[config.mk]
export PLATFORM = sky130hd
export DESIGN_NAME = arbitro_rr_4
export DESIGN_NICKNAME = d
export VERILOG_FILES = /design/src/rtl/arbitro_rr_4.sv
export SDC_FILE = /design/constraint.sdc
export NUM_CORES = 1
export LEC_CHECK = 0
export ABC_AREA = 1
export BUFFER_PORTS_ARGS = -buffer_cell sky130_fd_sc_hd__buf_4
export CORE_UTILIZATION = 53
export CTS_CLUSTER_SIZE = 16
export DETAILED_ROUTE_END_ITERATION = 16
export HOLD_SLACK_MARGIN = 0.02
export PLACE_DENSITY = 0.77
export SETUP_SLACK_MARGIN = 0.1
export SLEW_MARGIN = 15
export SYNTH_ARGS = -nofsm -noshare
export SYNTH_HDL_FRONTEND = slang
export SYNTH_SLANG_ARGS = --single-unit
[constraint.sdc]
create_clock -name clk -period 1.5 [get_ports clk]
set_input_delay 0.15 -clock clk [delete_from_list [all_inputs] [get_ports clk]]
set_output_delay 0.15 -clock clk [all_outputs]
set_load 0.1 [all_outputs]
[src/rtl/arbitro_rr_4.sv]
// arbitro_rr_4: 4-way round-robin arbiter with hold limit and a dead cycle between grants
module arbitro_rr_4 #(
    parameter int unsigned MAX_HOLD = 8
) (
    input  logic clk,
    input  logic rst_n,
    input  logic en,
    input  logic R0,
    input  logic R1,
    input  logic R2,
    input  logic R3,
    output logic G0,
    output logic G1,
    output logic G2,
    output logic G3,
    output logic A,
    output logic B,
    output logic valid
);
    typedef enum logic {OCIOSO, CONCEDIDO} state_t;
    localparam logic [3:0] HOLD_MAX = 4'(MAX_HOLD);
    state_t r_state, w_state_nx;
    logic [1:0] r_ptr, w_ptr_nx, w_sel;
    logic [3:0] r_hold, w_hold_nx;
    logic [3:0] w_req, w_others;
    assign w_req = {R3, R2, R1, R0};
    assign w_others = w_req & ~(4'b0001 << r_ptr);
    // Search ptr+1, ptr+2, ptr+3, ptr; iterating downward lets the nearest requester win
    always_comb begin
        w_sel = r_ptr;
        for (int i = 4; i >= 1; i--) if (w_req[r_ptr + 2'(i)]) w_sel = r_ptr + 2'(i);
    end
    // Next state: grant from idle, release on drop or on preemption at the hold limit
    always_comb begin
        w_state_nx = r_state;
        w_ptr_nx = r_ptr;
        w_hold_nx = r_hold;
        if (r_state == OCIOSO) begin
            if (en && |w_req) begin
                w_state_nx = CONCEDIDO;
                w_ptr_nx = w_sel;
                w_hold_nx = 4'd1;
            end
        end else if (!w_req[r_ptr] || (r_hold == HOLD_MAX && |w_others)) begin
            w_state_nx = OCIOSO;
            w_hold_nx = '0;
        end else if (r_hold != HOLD_MAX) begin
            w_hold_nx = r_hold + 4'd1;
        end
    end
    // State register; ptr resets to 3 so index 0 has first priority
    always_ff @(posedge clk) begin
        if (!rst_n) begin
            r_state <= OCIOSO;
            r_ptr <= 2'd3;
            r_hold <= '0;
        end else begin
            r_state <= w_state_nx;
            r_ptr <= w_ptr_nx;
            r_hold <= w_hold_nx;
        end
    end
    // While granted, ptr is the granted index, so outputs decode straight from registers
    assign valid = (r_state == CONCEDIDO);
    assign {A, B} = valid ? r_ptr : 2'b00;
    assign G0 = valid && r_ptr == 2'd0;
    assign G1 = valid && r_ptr == 2'd1;
    assign G2 = valid && r_ptr == 2'd2;
    assign G3 = valid && r_ptr == 2'd3;
endmodule

=== Word level (Yosys, flattened, before mapping) ===
Index checks and enable logic that the tools add are counted.

* Flip-flop bits (word level): 7
* Logic and storage cells: 55
* Bits of input ports: 7

* Mux-type cells: 19
* Bitwise gates (word level): 3
* Reduce and logical (&&, ||, !) cells: 15
* Shift-type cells: 1
* Magnitude comparators: 4
* Equality and inequality tests: 6
* Add/subtract/negate cells: 4

{| class="wikitable"
|+ Operators by type and width
! cell !! count
|-
| two-way mux 4 bit || 4
|-
| < comparator 2 x 3 -> 1 bit (second input constant) || 4
|-
| binary-select mux 1 bit (select 2 bit) || 4
|-
| two-way mux 2 bit || 4
|-
| OR reduction 4 bit || 2
|-
| two-way mux 1 bit || 7
|-
| logical AND 1 bit || 6
|-
| adder 2 bit (second input constant) || 2
|-
| adder 4 x 1 -> 4 bit (second input constant) || 1
|-
| bitwise AND 4 bit || 1
|-
| == test 2 bit (second input constant) || 2
|-
| == test 4 bit (second input constant) || 1
|-
| inequality test 4 bit (second input constant) || 1
|-
| NOT 4 bit || 1
|-
| left shift 1 x 2 -> 4 bit (first input constant) || 1
|-
| inequality test 3 x 1 -> 1 bit (second input constant) || 1
|-
| AND reduction 3 bit || 1
|-
| nonzero test 3 bit || 1
|-
| adder 2 x 1 -> 2 bit (second input constant) || 1
|-
| == test 2 x 1 -> 1 bit (second input constant) || 1
|-
| zero test 2 bit || 1
|-
| AND reduction 2 bit || 1
|-
| nonzero test 2 bit || 1
|-
| zero test 1 bit || 1
|-
| 2 further kinds || 2
|}

=== Depth between registers and ports, before layout ===
* Depth in word-level cells: 8
* Mapped depth: 13
* Depth with buffers taken out: 12

=== Worst setup path before layout ===
Ideal clock, no wire load.

* Path type: flip-flop to output port
* Start: reg r_state, in the netlist valid
* End: out A
* Buffers on the path: 1
* Path slack: -0.630 ns
* Stages on the path, launching flop included: 4
* Required time: 1.350 ns
* Data arrival time: 1.980 ns
* Cells stage by stage: dfxtp_1 buf_2 nand2_1 inv_1

* Longest elaborated chain between the ends: 1

{| class="wikitable"
|+ Ends and longest elaborated chain
! element !! RTL line !! source
|-
| start, declared || 22 || <nowiki>state_t r_state, w_state_nx;</nowiki>
|-
| start signal, assigned || 58 || <nowiki>r_state <= w_state_nx;</nowiki>
|-
| two-way mux 2 bit || 65 || <nowiki>assign {A, B} = valid ? r_ptr : 2'b00;</nowiki>
|-
| end, declared || 16 || <nowiki>output logic A,</nowiki>
|}

Every way passes these cells.

=== Worst setup path in the final report ===
* Start: reg r_ptr[0]
* End: reg r_hold[1]

* Longest elaborated chain between the ends: 8
* Elaborated cells on any way between the ends: 13
* Classes of those cells: eq/ne (1); shift (1); mux (4); bitwise (2); reduce/logical (5)

{| class="wikitable"
|+ Ends and longest elaborated chain
! element !! RTL line !! source
|-
| start, declared || 23 || <nowiki>logic [1:0] r_ptr, w_ptr_nx, w_sel;</nowiki>
|-
| start signal, assigned || 59 || <nowiki>r_ptr <= w_ptr_nx;</nowiki>
|-
| left shift 1 x 2 -> 4 bit || 27 || <nowiki>assign w_others = w_req & ~(4'b0001 << r_ptr);</nowiki>
|-
| NOT 4 bit || 27 ||
|-
| bitwise AND 4 bit || 27 ||
|-
| OR reduction 4 bit || 44 || <nowiki>end else if (!w_req[r_ptr] || (r_hold == HOLD_MAX && |w_others)) begin</nowiki>
|-
| logical AND 1 bit || 44 ||
|-
| logical OR 1 bit * || 44 ||
|-
| inequality test 3 x 1 -> 1 bit (no source line) / two-way mux 4 bit (equally long branches) || - ||
|-
| AND reduction 2 bit (no source line) / two-way mux 4 bit (equally long branches) || - ||
|-
| end signal, assigned || 60 || <nowiki>r_hold <= w_hold_nx;</nowiki>
|-
| end, declared || 24 || <nowiki>logic [3:0] r_hold, w_hold_nx;</nowiki>
|}

Every way passes the cells marked *; elsewhere a longest branch is shown, timed or not. The select of a mux whose other input is x is not followed.
A chain may end at the register's enable or synchronous reset.

==> metrics.json <==
{
  "status": {"value": "finished, violations left"},
  "violations": {"value": "setup timing"},
  "wire_per_inst": {"value": 16.5, "unit": "um"},
  "final_core_utilization": {"value": 0.925},
  "timing.slew.headroom": {"value": 0.815},
  "r2r-end": {"value": "r_hold[1]"},
  "part_of_the_cycle_the_worst_path_needs": {"value": 1.01},
  "peak_supply_drop": {"value": 0.743, "unit": "mV"},
  "rsz0062_at_grt": {"value": "true"},
  "dp.final_hpwl": {"value": 1330, "unit": "um"},
  "antenna_cells": {"value": 0},
  "io_buffer_count": {"value": 13},
  "grt-busiest-layer": {"value": "met2"},
  "groute.layer.met3.usage": {"value": 0.0694},
  "place_worst_setup_slack": {"value": -0.0241, "unit": "ns"},
  "endpoint": {"value": "r_hold[1]"},
  "netlist_area": {"value": 713, "unit": "um^2"},
  "seq_power_share": {"value": 0.241},
  "die_h": {"value": 38.7, "unit": "um"},
  "post_synth_edffs": {"value": 0},
  "ctsHtreeMaxLevel": {"value": 1},
  "clock_skew": {"value": 0.000572, "unit": "ns"},
  "grt_util_met1": {"value": 0.302},
  "number_of_buffers_created_by_cts": {"value": 3},
  "gp_congestion": {"value": 0.899},
  "synth_top_area_share": {"value": 0.196},
  "drt.antenna.violating_nets": {"value": 0},
  "clkPwrFrac": {"value": 0.161},
  "hold_violations": {"value": 0},
  "num_vias": {"value": 906},
  "cts_buffer_depth": {"value": 2},
  "pwr_density_cell": {"value": 1040, "unit": "mW/mm^2"},
  "depth_of_the_worst_register_to_register_path": {"value": 11},
  "synthMostInstantiatedCell": {"value": "nand2_1"},
  "syn-mean-instance-area": {"value": 5.99, "unit": "um^2"},
  "power.switching_fraction": {"value": 0.507},
  "drv.max_cap_violation_count": {"value": 0},
  "clockRootBuffer": {"value": "clkbuf_4"},
  "startpoint_type": {"value": "flop"},
  "rows": {"value": 12},
  "slew_viol_final": {"value": 0},
  "final_period_minus_worst_setup_slack": {"value": 1.51, "unit": "ns"},
  "grt_first_pass_wirelength": {"value": 2820, "unit": "um"},
  "worstReg2RegStart": {"value": "r_ptr[0]"},
  "timing.critical_path.to_type": {"value": "flop"},
  "worst_ep_arrival_time": {"value": 1.66, "unit": "ns"},
  "grt-ovfl-total": {"value": 0},
  "clk-insertion-delay-late": {"value": 0.26, "unit": "ns"},
  "num_io_pins": {"value": 14},
  "synthTopCellsByCount": {"value": "36 x nand2_1, 20 x inv_1, 13 x nor2_1, 11 x nand3_1, 7 x dfxtp_1"},
  "grt_start_max_net_pins": {"value": 15},
  "leakagePower": {"value": 0.490, "unit": "nW"},
  "chipWidth": {"value": 38.7, "unit": "um"},
  "ff2ff_setup_slack": {"value": -0.01, "unit": "ns"},
  "synthesis.nets": {"value": 132},
  "grtUsageMet2": {"value": 0.513},
  "ys_ff_latch": {"value": 7},
  "post-layout-total-power": {"value": 1.12, "unit": "mW"},
  "cts.hold.buffers_added": {"value": 0},
  "worst_pin_slew": {"value": 0.279, "unit": "ns"},
  "fin_nets": {"value": 154},
  "fin_worst_hold_slack": {"value": 0.138, "unit": "ns"},
  "synth_cell_type_count": {"value": 22},
  "leading_area_contributor_after_synthesis": {"value": "dfxtp_1"},
  "setup_viol_count_final": {"value": 1},
  "drt_pre_antenna_iters": {"value": 5},
  "clock_sinks": {"value": 7},
  "detail_route.drc_violations": {"value": 0},
  "power.combinational.fraction": {"value": 0.599},
  "setup.worst_path.class": {"value": "flop to flop"},
  "grtUsageTotal": {"value": 0.277},
  "synth_top_cells_by_area": {"value": "dfxtp_1 20%, nand2_1 19%, ha_1 11%"},
  "finalWirelength": {"value": 2540, "unit": "um"},
  "drt_iter0_drcs": {"value": 74},
  "max_clock_freq": {"value": 662, "unit": "MHz"},
  "setup_slack": {"value": -0.0104, "unit": "ns"},
  "switching_power_of_the_nets": {"value": 0.568, "unit": "mW"},
  "internal_power": {"value": 0.553, "unit": "mW"},
  "area_growth": {"value": 51.9, "unit": "%"},
  "starting_density_of_the_core": {"value": 0.609},
  "syn_inst": {"value": 119},
  "floorplan.core_area": {"value": 0.00117, "unit": "mm^2"},
  "clk_transition_reported_paths": {"value": 0.06, "unit": "ns"},
  "yosysWarnings": {"value": 0},
  "layout-drive-gt1-share": {"value": 0.450},
  "timing.critical_path.from": {"value": "r_ptr[0]"},
  "cts_tree": {"value": "built"},
  "min_path_type": {"value": "input pin to flop"},
  "antenna_found_initial": {"value": 0},
  "ys_async_sr_fraction": {"value": 0},
  "grt_pass1_vias": {"value": 724},
  "design.die.area": {"value": 0.00150, "unit": "mm^2"},
  "worstPathMaxFanout": {"value": 4},
  "synth_flop_cell": {"value": "dfxtp_1"},
  "ys_seq_area_frac": {"value": 0.196},
  "cp_data_required_time": {"value": 1.65, "unit": "ns"},
  "via_per_inst": {"value": 5.88}
}
[what timing repair did]
action	CTS	global route
pin swaps	2	14
gates resized for setup	17	24
gates cloned	0	0
endpoints found under the setup margin	11	12
buffers inserted	0	2
[how the worst min path moves through the flow]
stage / from / to / slack, ns / cells after the start
2_1_floorplan: rst_n / r_ptr[1] / 0.23 / 1
3_3_place_gp: rst_n / r_ptr[1] / 0.40 / 2
3_5_place_dp: rst_n / r_ptr[1] / 0.40 / 2
4_1_cts: rst_n / r_ptr[1] / 0.12 / 2
5_1_grt: rst_n / r_ptr[0] / 0.14 / 2
6_report: rst_n / r_ptr[1] / 0.14 / 2
[power by group through the flow]
| stage | registers, mW | logic [mW] | clock network, mW |
|---|---|---|---|
| 3_3_place_gp | 0.251 | 0.507 | 0 |
| 2_1_floorplan | 0.261 | 0.395 | 0 |
| 5_1_grt | 0.270 | 0.712 | 0.194 |
| 6_report | 0.270 | 0.672 | 0.180 |
| 4_1_cts | 0.254 | 0.546 | 0.182 |
| 3_5_place_dp | 0.255 | 0.520 | 0 |
[cell usage in the layout, fill, tap and decap left out, types with 2 or more instances in the layout]
| cell type | count |
|---|---|
| nor2_1 | 12 |
| nor2_4 | 2 |
| clkinvlp_4 | 6 |
| nand2_1 | 28 |
| nand2_4 | 3 |
| nand3_2 | 4 |
| nand2_2 | 10 |
| dfxtp_4 | 3 |
| nand3_1 | 10 |
| o21ai_1 | 3 |
| inv_1 | 10 |
| ha_4 | 4 |
| inv_2 | 4 |
| ha_1 | 2 |
| clkbuf_4 | 3 |
| dfxtp_1 | 4 |
| buf_6 | 3 |
| nand4_1 | 4 |
| buf_4 | 12 |
| buf_12 | 3 |
[cell type report]
cell class                 count  area (um^2)
sequential                     7          151
inverter                      23          116
clock buffer                   3         22.5
multi-input combinational     87          572
fill                          49         87.6
clock inverter                 1         5.00
timing repair buffer          19          199
tap                           14         17.5
[sequential cells by signal, summed over array words and instances (netlist names)]
name    count
r_hold      4
r_ptr       2
valid       1
[kinds of logic (layout without fill, tap and decap cells)]
logic type                 Yosys count  count (layout)  synth area share
and+or+nand+nor                     74              74             0.488
buffers and inverters               25              46             0.147
DFF                                  7               7             0.196
adders and majority gates            6               6             0.105
AOI/OAI and AO/OA                    5               5            0.0386
xor gates and xnor gates             2               2            0.0246
[worst max-delay path: stages, from the launching register on]
cell and delay [ns]:
dfxtp_4 0.39, inv_6 0.08, ha_4 0.14, inv_2 0.04, nand2_2 0.05, nand2_2 0.09
nor2_4 0.15, nand3_2 0.09, nand2_2 0.08, nand2_2 0.07, nor2_1 0.14, nor2_1 0.07
[through the flow]
stage / TNS, ns / cells / instance area [um^2]
3_5_place_dp: -0.0439 / 148 / 893
4_1_cts: 0 / 152 / 977
6_report: -0.0104 / 154 / 1080
3_3_place_gp: 0 / 148 / 893
2_1_floorplan: 0 / 119 / 764
5_1_grt: -0.161 / 154 / 1080
[per-layer routing]
metal / routed length (um) / vias to the layer above
met1: 988 / 418
met2: 1240 / 69
li1: - / 407
met5: 0 / -
met4: 59 / 0
met3: 246 / 12
Note: power is estimated with default switching activity, not from simulation.
